File: src/rtl/score_bcd_counter.sv
// Two-digit BCD score counter with binary mirror, win detect and win blink.
// Feeds the seven-segment driver from point events raised by the game logic.
module score_bcd_counter #(
  parameter int WIN_SCORE    = 10,
  parameter int BLINK_CYCLES = 12500000
) (
  input  logic       i_Clk,
  input  logic       i_Reset,
  input  logic       i_Point,
  input  logic       i_Clear,
  output logic [3:0] o_Ones,
  output logic [3:0] o_Tens,
  output logic [6:0] o_Score,
  output logic       o_Score_Valid,
  output logic       o_Win,
  output logic       o_Blank
);

  localparam int CW = (BLINK_CYCLES > 2) ? $clog2(BLINK_CYCLES) : 1;

  localparam logic [0:0] S_PLAY = 1'b0;
  localparam logic [0:0] S_WIN  = 1'b1;

  localparam logic [6:0]    WIN_VAL    = 7'(WIN_SCORE);
  localparam logic [CW-1:0] BLINK_LAST = CW'(BLINK_CYCLES - 1);

  logic [0:0]    r_State;
  logic          r_Point_d;
  logic [CW-1:0] r_Cnt;
  logic          w_Event;
  logic [3:0]    w_Nxt_Ones;
  logic [3:0]    w_Nxt_Tens;
  logic [6:0]    w_Nxt_Score;

  assign w_Event = i_Point & ~r_Point_d;
  assign o_Win   = (r_State == S_WIN);

  // Next value with decimal carry; 99 wraps to 00 on both views.
  always_comb begin
    w_Nxt_Ones  = o_Ones + 4'd1;
    w_Nxt_Tens  = o_Tens;
    w_Nxt_Score = o_Score + 7'd1;
    if (o_Ones == 4'd9) begin
      w_Nxt_Ones = 4'd0;
      if (o_Tens == 4'd9) begin
        w_Nxt_Tens  = 4'd0;
        w_Nxt_Score = 7'd0;
      end else begin
        w_Nxt_Tens = o_Tens + 4'd1;
      end
    end
  end

  always_ff @(posedge i_Clk) begin
    if (i_Reset) begin
      r_State       <= S_PLAY;
      r_Point_d     <= 1'b0;
      r_Cnt         <= '0;
      o_Ones        <= 4'd0;
      o_Tens        <= 4'd0;
      o_Score       <= 7'd0;
      o_Score_Valid <= 1'b0;
      o_Blank       <= 1'b0;
    end else begin
      r_Point_d     <= i_Point;
      o_Score_Valid <= 1'b0;
      case (r_State)
        S_PLAY: begin
          if (i_Clear) begin
            o_Ones        <= 4'd0;
            o_Tens        <= 4'd0;
            o_Score       <= 7'd0;
            o_Score_Valid <= 1'b1;
          end else if (w_Event) begin
            o_Ones        <= w_Nxt_Ones;
            o_Tens        <= w_Nxt_Tens;
            o_Score       <= w_Nxt_Score;
            o_Score_Valid <= 1'b1;
            if (w_Nxt_Score == WIN_VAL) begin
              r_State <= S_WIN;
              r_Cnt   <= '0;
              o_Blank <= 1'b0;
            end
          end
        end
        S_WIN: begin
          if (i_Clear) begin
            o_Ones        <= 4'd0;
            o_Tens        <= 4'd0;
            o_Score       <= 7'd0;
            o_Score_Valid <= 1'b1;
            o_Blank       <= 1'b0;
            r_Cnt         <= '0;
            r_State       <= S_PLAY;
          end else if (r_Cnt == BLINK_LAST) begin
            r_Cnt   <= '0;
            o_Blank <= ~o_Blank;
          end else begin
            r_Cnt <= r_Cnt + CW'(1);
          end
        end
        default: r_State <= S_PLAY;
      endcase
    end
  end

endmodule

File: config.mk
export PLATFORM = sky130hd
export DESIGN_NAME = score_bcd_counter
export DESIGN_NICKNAME = d
export VERILOG_FILES = /design/src/rtl/score_bcd_counter.sv
export SDC_FILE = /design/constraint.sdc
export NUM_CORES = 1
export LEC_CHECK = 0
export BUFFER_PORTS_ARGS = -buffer_cell sky130_fd_sc_hd__clkbuf_2
export CORE_MARGIN = 2
export CORE_UTILIZATION = 38
export DETAILED_ROUTE_END_ITERATION = 16
export SYNTH_ARGS = -nofsm -noshare
export SYNTH_HDL_FRONTEND = slang
export SYNTH_SLANG_ARGS = --single-unit
File: constraint.sdc
create_clock -name i_Clk -period 4.8 [get_ports i_Clk]
set_clock_uncertainty 0.1 [all_clocks]
set_input_delay 1.44 -clock i_Clk [delete_from_list [all_inputs] [get_ports i_Clk]]
set_output_delay 1.44 -clock i_Clk [all_outputs]
set_load 0.01 [all_outputs]
==> flow_summary.yaml, run 1 <==
outcome:
  status: "finished, final reports clean"
sta:
  rsz0062_at_grt: "no"
  post-route-min-period_ns: 3.17
  tightestPinTransition_ns: 0.955
  finalCritPeriodShare: 0.660
  setup_tns_ns: 0
  slew_headroom: 0.363
  setup_viol: 0
  max_freq_mhz: 316
  maxSlewViolCount: 0
  finalHoldViolCount: 0
floorplan:
  core-area_um2: 5570
  io-pin-count: 22
  rows: 27
  die_w_um: 80.4
  die_area_um2: 6460
  die_height_um: 80.4
  start_util: 0.398
finish:
  nets: 297
  area_growth_pct: 10.6
  diodes: 0
  layout_commonest_cell: "dfxtp_1"
  finish.utilization: 0.440
  drive_gt1_frac: 0.128
  final_cell_mix: "43 x dfxtp_1, 35 x a21oi_1, 22 x nor2_1"
detailed_routing:
  wl_um: 4610
  vias: 1978
  routedWlPerCell_um: 12.7
  drtAntennaViolNets: 0
  viasPerCell: 5.46
  drt_iter0_drc: 82
  drc: 0
  first_pass_iters: 4
synth:
  syn_inst: 273
  synth_fp_nets: 281
  ys.flop_type: "dfxtp_1"
  ys_types: 49
  synthArstFlopShare: 0
  synth_seq_area_share: 0.388
  synth_area_per_cell_um2: 8.13
  ys_ff_latch: 43
  synth_enable_flop_cells: 0
  yosysWarnings: 0
  syn-cell-area_um2: 2220
critical_path:
  cpMaxStageDelayCell: "o21bai_2"
  critPathLaunchType: "primary input"
  crit_path_end_kind: "flip-flop"
  critPathArrivalTime_ns: 3.21
  cp.required_ns: 4.84
  critical_path.cell_chain: "clkbuf_2 > nand2b_1 > nor4_4 > a31oi_2 > buf_4 > o21bai_2 > nor2_1"
  worstSetupPathType: "in -> reg"
  critPathMaxFanout: 47
  cp_slowest_stage_delay_ns: 0.78
global_routing:
  grt_pass1_wl_um: 7960
  track_usage: 0.154
  grt_antenna_before_repair: 0
  grt_pass1_vias: 1688
  grt-ovfl-total: 0
  grt_max_degree: 48
power:
  power_leakage_nw: 0.833
  clkPwrFrac: 0.396
  comb_power_share: 0.034
  pwr-share-seq: 0.569
  ir_worst_vdd_mv: 0.135
  powerDensity_nw_per_um2: 258
  p_int_mw: 0.496
  power.switching_mw: 0.137
  netSwitchingFraction: 0.216
flow_run:
  max-cap-violations: 0
placement:
  dp_hpwl_um: 3200
  port-buffer-count: 21
  gp_congestion: 0.786
clock_tree:
  post_cts_buffers: 0
  root_buffer: "clkbuf_8"
  clockBufferDepth: 2
  cts_tree: "yes"
  cts.clk_slew.worst_paths_ns: 0.08
  cts_inserted_buffers: 5
  cts_sinks: 43
  htreeDepth: 2
  clock_latency_ns: 0.29
  ctsResizeCount: 0
  cts.hold.buffers_added: 0
min_path:
  hold_path.class: "reg -> reg"
-- final timing paths --
| kind | from | endpoint | slack (ns) | cells after the start |
|---|---|---|---|---|
| min | r_Cnt[23] | r_Cnt[23] | 0.38 | 2 |
| max reg2reg | o_Ones[1] | r_Cnt[0] | 2.01 | 9 |
| max | i_Point | r_Cnt[0] | 1.63 | 7 |
| min reg2reg | r_Cnt[23] | r_Cnt[23] | 0.38 | 2 |
-- kinds of logic after synthesis --
family | after synthesis | share of synthesized area
AO/OA/AOI/OAI | 78 | 0.203
XOR/XNOR | 2 | 0.00790
adder cells (fa/ha/maj) | 4 | 0.0226
buffers and inverters | 17 | 0.0400
flip-flops | 43 | 0.388
multiplexers | 2 | 0.00959
AND/OR/NAND/NOR | 127 | 0.329
-- cell type report --
type | instances | area (um2)
clock buffers | 8 | 100
fillers | 566 | 3120
inverters | 4 | 15.0
multi-input cells | 213 | 1270
flip-flops and latches | 43 | 861
well taps | 72 | 90.1
repair buffers | 22 | 113
-- power groups by stage --
stage / Sequential (mW) / Clock, mW / Combinational (mW)
2_1_floorplan: 0.369 / 0 / 0.0148
3_3_place_gp: 0.369 / 0 / 0.0221
3_5_place_dp: 0.369 / 0 / 0.0221
4_1_cts: 0.360 / 0.261 / 0.0222
5_1_grt: 0.361 / 0.275 / 0.0247
6_report: 0.360 / 0.251 / 0.0218
-- per-stage QoR --
| step | instance area [um2] | instances | hold slack (ns) | setup WS (ns) | total power, mW |
|---|---|---|---|---|---|
| after global routing | 2450 | 362 | 0.419 | 1.42 | 0.661 |
| after global placement | 2350 | 354 | 0.359 | 1.32 | 0.391 |
| final | 2450 | 362 | 0.383 | 1.63 | 0.633 |
| after CTS | 2450 | 362 | 0.381 | 1.60 | 0.643 |
| after floorplan | 2220 | 273 | 0.347 | 1.69 | 0.384 |
| after detailed placement | 2350 | 354 | 0.368 | 1.29 | 0.391 |
-- flip-flops by register name (all words and copies together) (netlist names) --
register       cells
o_Score            7
o_Win              1
o_Ones             4
r_Cnt             24
o_Score_Valid      1
o_Blank            1
o_Tens             4
r_Point_d          1
-- cell usage after synthesis, types with 2 or more instances --
library cell	count	area, um2
a311oi_1	2	17.5
or2_2	2	12.5
nor3_1	8	40.0
o21ai_0	19	95.1
a31oi_1	3	18.8
nor2_1	22	82.6
and3_1	7	43.8
and4_1	2	17.5
or3_1	15	93.8
or3b_1	2	17.5
ha_1	4	50.1
nand2_1	19	71.3
nor2b_1	4	25.0
o31ai_1	9	67.6
nand4_1	7	43.8
a21oi_1	35	175
dfxtp_1	43	861
buf_1	2	7.51
clkbuf_1	3	11.3
nand3_1	12	60.1
nor4b_1	3	26.3
buf_2	4	20.0
inv_1	4	15.0
or4_1	10	75.1
nor3b_1	2	15.0
buf_6	2	22.5
and2_0	2	12.5
nand2b_1	3	18.8
a21o_1	3	22.5
-- critical path: cells and delay by family --
kind                   cells  cell delay [ns]
buffers and inverters      2             0.36
AO/OA/AOI/OAI              2             0.90
AND/OR/NAND/NOR            3             0.51
-- per-layer routing --
metal | GRT usage | vias to the layer above | wire (um)
met5 | 0 | - | 0
met3 | 0.0360 | 7 | 165
li1 | - | 1049 | -
met2 | 0.238 | 35 | 2070
met1 | 0.212 | 887 | 2320
met4 | 0.0458 | 0 | 51
Note: power is estimated with default switching activity, not from simulation.
==> inputs of run 2 (changes only) <==
Settings changed: ABC_AREA set to 1.
Clock period 4.8 ns to 3.31 ns, I/O delays scaled along.
==> run 2 against run 1 <==
  * Sequential cell count did not move
  * Largest power group unchanged
  * Die area rose by 30%
  * Highest routed layer unchanged
  * Synthesized cell count rose by 49%
  * Critical path depth rose by 4
  * Non-clock buffer count rose by 2
  * Sequential share of layout area fell by 8.3 points
==> flow_summary.yaml, run 2 <==
outcome:
  status: "finished, final reports clean"
global_routing:
  grt_antenna_before_repair: 0
  grt_pass1_wl_um: 12200
  grt_pass1_vias: 2582
  grt-ovfl-total: 0
  track_usage: 0.175
  grt_max_degree: 26
finish:
  nFillCells: 838
  reg.largest.list: "r_Cnt: 24 flops, o_Score: 7 flops"
  layout_commonest_cell: "nand2_1"
  final_cell_mix: "73 x nand2_1, 53 x nor2_1, 43 x dfxtp_1"
  drive_gt1_frac: 0.275
  stdcell_count: 528
  area_growth_pct: 9.74
  nets: 433
  diodes: 0
  largest_reg_flops: 24
  regMostFlops: "r_Cnt"
floorplan:
  io-pin-count: 22
  die_area_um2: 8420
  rows: 32
  die_w_um: 91.8
  start_util: 0.385
  core-area_um2: 7610
  die_height_um: 91.8
critical_path:
  crit_top_cell: "nand3_2"
  crit_buf_inv: 3
  worstReg2RegEnd: "r_Cnt[3]"
  reg2reg_from: "o_Score[0]"
  critical_path.cell_chain: "clkbuf_2 > inv_1 > nor2_1 > nand2_1 > nor2_2 > nand3_2 > nor2_4 > nand4_4 > buf_4 > nand3_2 > a21oi_1"
  cp_top_family: "simple AND/OR/NAND/NOR gates"
  crit_start: "i_Point"
  cpMaxStageDelayCell: "nand4_4"
  cp.required_ns: 3.41
  worstSetupPathType: "in -> reg"
  endpoint: "r_Cnt[3]"
  reg2reg_depth: 11
  critPathArrivalTime_ns: 2.48
  critPathMaxFanout: 18
  critPathLaunchType: "primary input"
  cp_slowest_stage_delay_ns: 0.36
  crit_path_end_kind: "flip-flop"
  cp.depth: 11
  rrSetupSlack_ns: 1.02
synth:
  yosysMostFrequentCell: "nand2_1"
  ys_ff_latch: 43
  yosysWarnings: 0
  syn-cell-area_um2: 2930
  synth_top_area_frac: 0.294
  synth_common_cells: "73 x nand2_1, 53 x nor2_1, 43 x dfxtp_1, 35 x inv_1, 30 x nand3_1"
  ys_types: 35
  yosysTopAreaCell: "dfxtp_1"
  synth_enable_flop_cells: 0
  ys.flop_type: "dfxtp_1"
  synthArstFlopShare: 0
  synth_seq_area_share: 0.294
  synth_area_per_cell_um2: 7.19
  ys_top_cells_by_area: "dfxtp_1 29%, nand2_1 9.4%, nand3_2 8.5%"
  synth_fp_nets: 415
  syn_inst: 407
placement:
  dp_hpwl_um: 5080
  placed_cells: 520
  port-buffer-count: 21
  gp_congestion: 0.893
detailed_routing:
  viasPerCell: 5.08
  routedWlPerCell_um: 13.2
  wl_um: 6950
  drtAntennaViolNets: 0
  drc: 0
  first_pass_iters: 4
  vias: 2681
  drt_iter0_drc: 85
sta:
  max_freq_mhz: 420
  finalHoldViolCount: 0
  post-route-min-period_ns: 2.38
  setup_viol: 0
  setup_tns_ns: 0
  rsz0062_at_grt: "no"
  slew_headroom: 0.559
  finalCritPeriodShare: 0.720
  tightestPinTransition_ns: 0.661
  maxSlewViolCount: 0
power:
  power_leakage_nw: 1.17
  ir_worst_vdd_mv: 0.130
  powerDensity_nw_per_um2: 313
clock_tree:
  cts_sinks: 43
  post_cts_buffers: 0
  ctsResizeCount: 0
  cts.hold.buffers_added: 0
  clockBufferDepth: 2
  root_buffer: "clkbuf_8"
  htreeDepth: 2
  cts_tree: "yes"
  clock_latency_ns: 0.31
  cts_inserted_buffers: 5
  cts.clk_slew.worst_paths_ns: 0.10
flow_run:
  max-cap-violations: 0
min_path:
  hold_path.class: "reg -> reg"
## run 2: worst min-delay path by stage
stage,startpoint,to,cells after the start,slack [ns]
finish,o_Tens[1],o_Tens[1],2,0.40
global route,r_Cnt[6],r_Cnt[6],2,0.43
global placement,o_Tens[1],o_Tens[1],2,0.38
CTS,o_Tens[1],o_Tens[1],2,0.40
floorplan,r_Cnt[6],r_Cnt[6],2,0.37
detailed placement,o_Tens[1],o_Tens[1],2,0.38
## run 2: final cells by class
type / count / area (um2) / area share
Tap cell: 102 / 128 / 0.0397
Timing Repair Buffer: 24 / 128 / 0.0397
Multi-Input combinational cell: 304 / 1810 / 0.563
Clock buffer: 5 / 68.8 / 0.0214
Inverter: 47 / 176 / 0.0549
Clock inverter: 3 / 43.8 / 0.0136
Sequential cell: 43 / 861 / 0.268
## run 2: cell families (layout without fill, tap and decap cells)
group           after synthesis  count (layout)  share of synthesized area
simple gates                242             242                      0.456
buf+inv                      60              79                     0.0885
compound gates               46              46                      0.108
xor+xnor                     12              12                     0.0359
flops                        43              43                      0.294
fa+ha+maj                     4               4                     0.0171
## run 2: where the power goes
part	switching [mW]	internal (mW)	leakage (nW)
clock network	0.204	0.225	0.0581
logic	0.0368	0.0135	0.767
registers	0.00592	0.522	0.348
## run 2: layer usage
layer	global-route usage	up-vias	part of all wire	routed length, um
li1	-	1377	-	-
met1	0.235	1238	0.48	3350
met2	0.290	55	0.47	3280
met3	0.0304	11	0.034	236
met4	0.0473	0	0.012	86
met5	0	-	0	0
## run 2: through the flow
step / hold slack, ns / area (um2) / power (mW) / setup slack [ns] / utilization
after floorplan: 0.375 / 2930 / 0.575 / 1.05 / -
after global placement: 0.378 / 3100 / 0.591 / 0.607 / 0.408
after detailed placement: 0.385 / 3100 / 0.592 / 0.588 / 0.408
after CTS: 0.399 / 3210 / 1.02 / 0.909 / 0.422
after global routing: 0.434 / 3210 / 1.04 / 0.767 / 0.422
final: 0.400 / 3210 / 1.01 / 0.927 / 0.422
## run 2: worst min-delay path, delay by kind of cell (launching register included)
kind | cells | cell delay [ns]
buffers and inverters | 1 | 0.07
flip-flops | 1 | 0.34
AO/OA/AOI/OAI | 1 | 0.06
==> inputs of run 3 (changes only) <==
Clock period 3.31 ns to 2.1 ns, I/O delays scaled along.
==> run 3 against run 2 <==
  * Die area stayed put
  * Worst setup slack got worse by 0.75 ns
  * Critical path depth grew 2
  * Critical path type is now reg -> reg
==> flow_summary.yaml, run 3 (synthesized netlist as in run 2, its figures left out) <==
critical_path:
  reg2reg_from: "o_Ones[1]"
  critPathArrivalTime_ns: 2.02
  crit_path_end_kind: "flip-flop"
  cp_slowest_stage_delay_ns: 0.36
  cpMaxStageDelayCell: "dfxtp_2"
  critical_path.cell_chain: "inv_1 > ha_1 > nand3_1 > inv_2 > nand2_4 > nand3_2 > nor2_4 > nand4_4 > buf_12 > nand2_4 > inv_2 > nor2_1 > nor2_1"
  worstSetupPathType: "reg -> reg"
  crit_start: "o_Ones[1]"
  critPathLaunchType: "flip-flop"
  cp_top_family: "simple AND/OR/NAND/NOR gates"
  critPathMaxFanout: 24
  cp.required_ns: 2.20
  crit_buf_inv: 4
finish:
  nets: 448
  drive_gt1_frac: 0.304
  area_growth_pct: 13.3
  stdcell_count: 543
  reg.largest.list: "r_Cnt: 24 flops, o_Score: 7 flops"
  design_area_um2: 3320
  final_cell_mix: "73 x nand2_1, 53 x nor2_1, 42 x dfxtp_1"
  finish.utilization: 0.436
  diodes: 0
  layout_commonest_cell: "nand2_1"
  regMostFlops: "r_Cnt"
  largest_reg_flops: 24
detailed_routing:
  drc: 0
  vias: 2683
  viasPerCell: 4.94
  drtAntennaViolNets: 0
  drt_iter0_drc: 134
  first_pass_iters: 4
  routedWlPerCell_um: 12.9
  wl_um: 6980
sta:
  finalHoldViolCount: 0
  slew_headroom: 0.742
  setup_ws_ns: 0.174
  finalCritPeriodShare: 0.917
  setup_tns_ns: 0
  timing.hold.ws_ns: 0.403
  setup_viol: 0
  post-route-min-period_ns: 1.93
  maxSlewViolCount: 0
  max_freq_mhz: 519
  tightestPinTransition_ns: 0.387
  rsz0062_at_grt: "no"
clock_tree:
  htreeDepth: 2
  cts_sinks: 43
  cts_tree: "yes"
  cts.clk_slew.worst_paths_ns: 0.09
  cts.hold.buffers_added: 0
  cts_inserted_buffers: 5
  post_cts_buffers: 0
  root_buffer: "clkbuf_8"
  clockBufferDepth: 2
  clock_latency_ns: 0.30
  ctsResizeCount: 0
global_routing:
  grt_pass1_vias: 2590
  track_usage: 0.175
  grt_pass1_wl_um: 12100
  grt-ovfl-total: 0
  grt_max_degree: 25
  grt_antenna_before_repair: 0
power:
  netSwitchingFraction: 0.259
  power.switching_mw: 0.380
  comb_power_share: 0.064
  clkPwrFrac: 0.370
  ir_worst_vdd_mv: 0.235
  power_leakage_nw: 1.24
  p_total_mw: 1.47
  pwr-share-seq: 0.567
  p_int_mw: 1.09
  powerDensity_nw_per_um2: 442
floorplan:
  core-area_um2: 7610
  start_util: 0.385
  die_w_um: 91.8
  die_area_um2: 8420
  rows: 32
  io-pin-count: 22
  die_height_um: 91.8
placement:
  dpl_worst_slack_ns: 0.0540
  gp_congestion: 0.920
  dp_hpwl_um: 5310
  placed_cells: 535
  placed_cell_area_um2: 3230
  port-buffer-count: 21
min_path:
  hold_path.class: "reg -> reg"
  worstHoldStart: "r_Cnt[6]"
outcome:
  status: "finished, final reports clean"
flow_run:
  max-cap-violations: 0
==> run 3: cell types whose count changed in the layout (fill, tap and decap cells not counted), sizes merged <==
cell      before  now
clkinv         4    3
bufinv         1    0
buf            3   18
clkinvlp       0    2
==> run 3: path summary, 6_finish.rpt <==
kind	to	slack, ns	depth (start not counted)
worst min register to register	r_Cnt[6]	0.40	2
worst max-delay path	r_Cnt[19]	0.17	13
worst min-delay path	r_Cnt[6]	0.40	2
worst max register to register	r_Cnt[19]	0.17	13
==> run 3: power by group through the flow <==
stage / combinational [mW] / clock [mW] / sequential [mW]
2_1_floorplan: 0.0531 / 0 / 0.853
3_3_place_gp: 0.0937 / 0 / 0.850
3_5_place_dp: 0.0935 / 0 / 0.850
4_1_cts: 0.0937 / 0.577 / 0.831
5_1_grt: 0.103 / 0.599 / 0.832
6_report: 0.0932 / 0.542 / 0.831
==> run 3: worst register-to-register path: stages (launching register included) <==
cell and delay (ns):
dfxtp_2 0.36, inv_1 0.06, ha_1 0.17, nand3_1 0.13
inv_2 0.09, nand2_4 0.13, nand3_2 0.10, nor2_4 0.13
nand4_4 0.09, buf_12 0.19, nand2_4 0.10, inv_2 0.04
nor2_1 0.08, nor2_1 0.05
==> run 3: per-layer routing <==
metal | vias up | wire, um | track usage
li1 | 1402 | - | -
met1 | 1226 | 3360 | 0.227
met2 | 46 | 3270 | 0.303
met3 | 9 | 271 | 0.0304
met4 | 0 | 81 | 0.0448
met5 | - | 0 | 0
==> run 3: area by class of cell <==
cell class | count | area (um2)
clock buffer | 5 | 68.8
multi-input combinational | 304 | 1810
inverter | 47 | 176
clock inverter | 3 | 20.0
fill | 807 | 4290
timing repair buffer | 39 | 253
tap | 102 | 128
sequential | 43 | 862
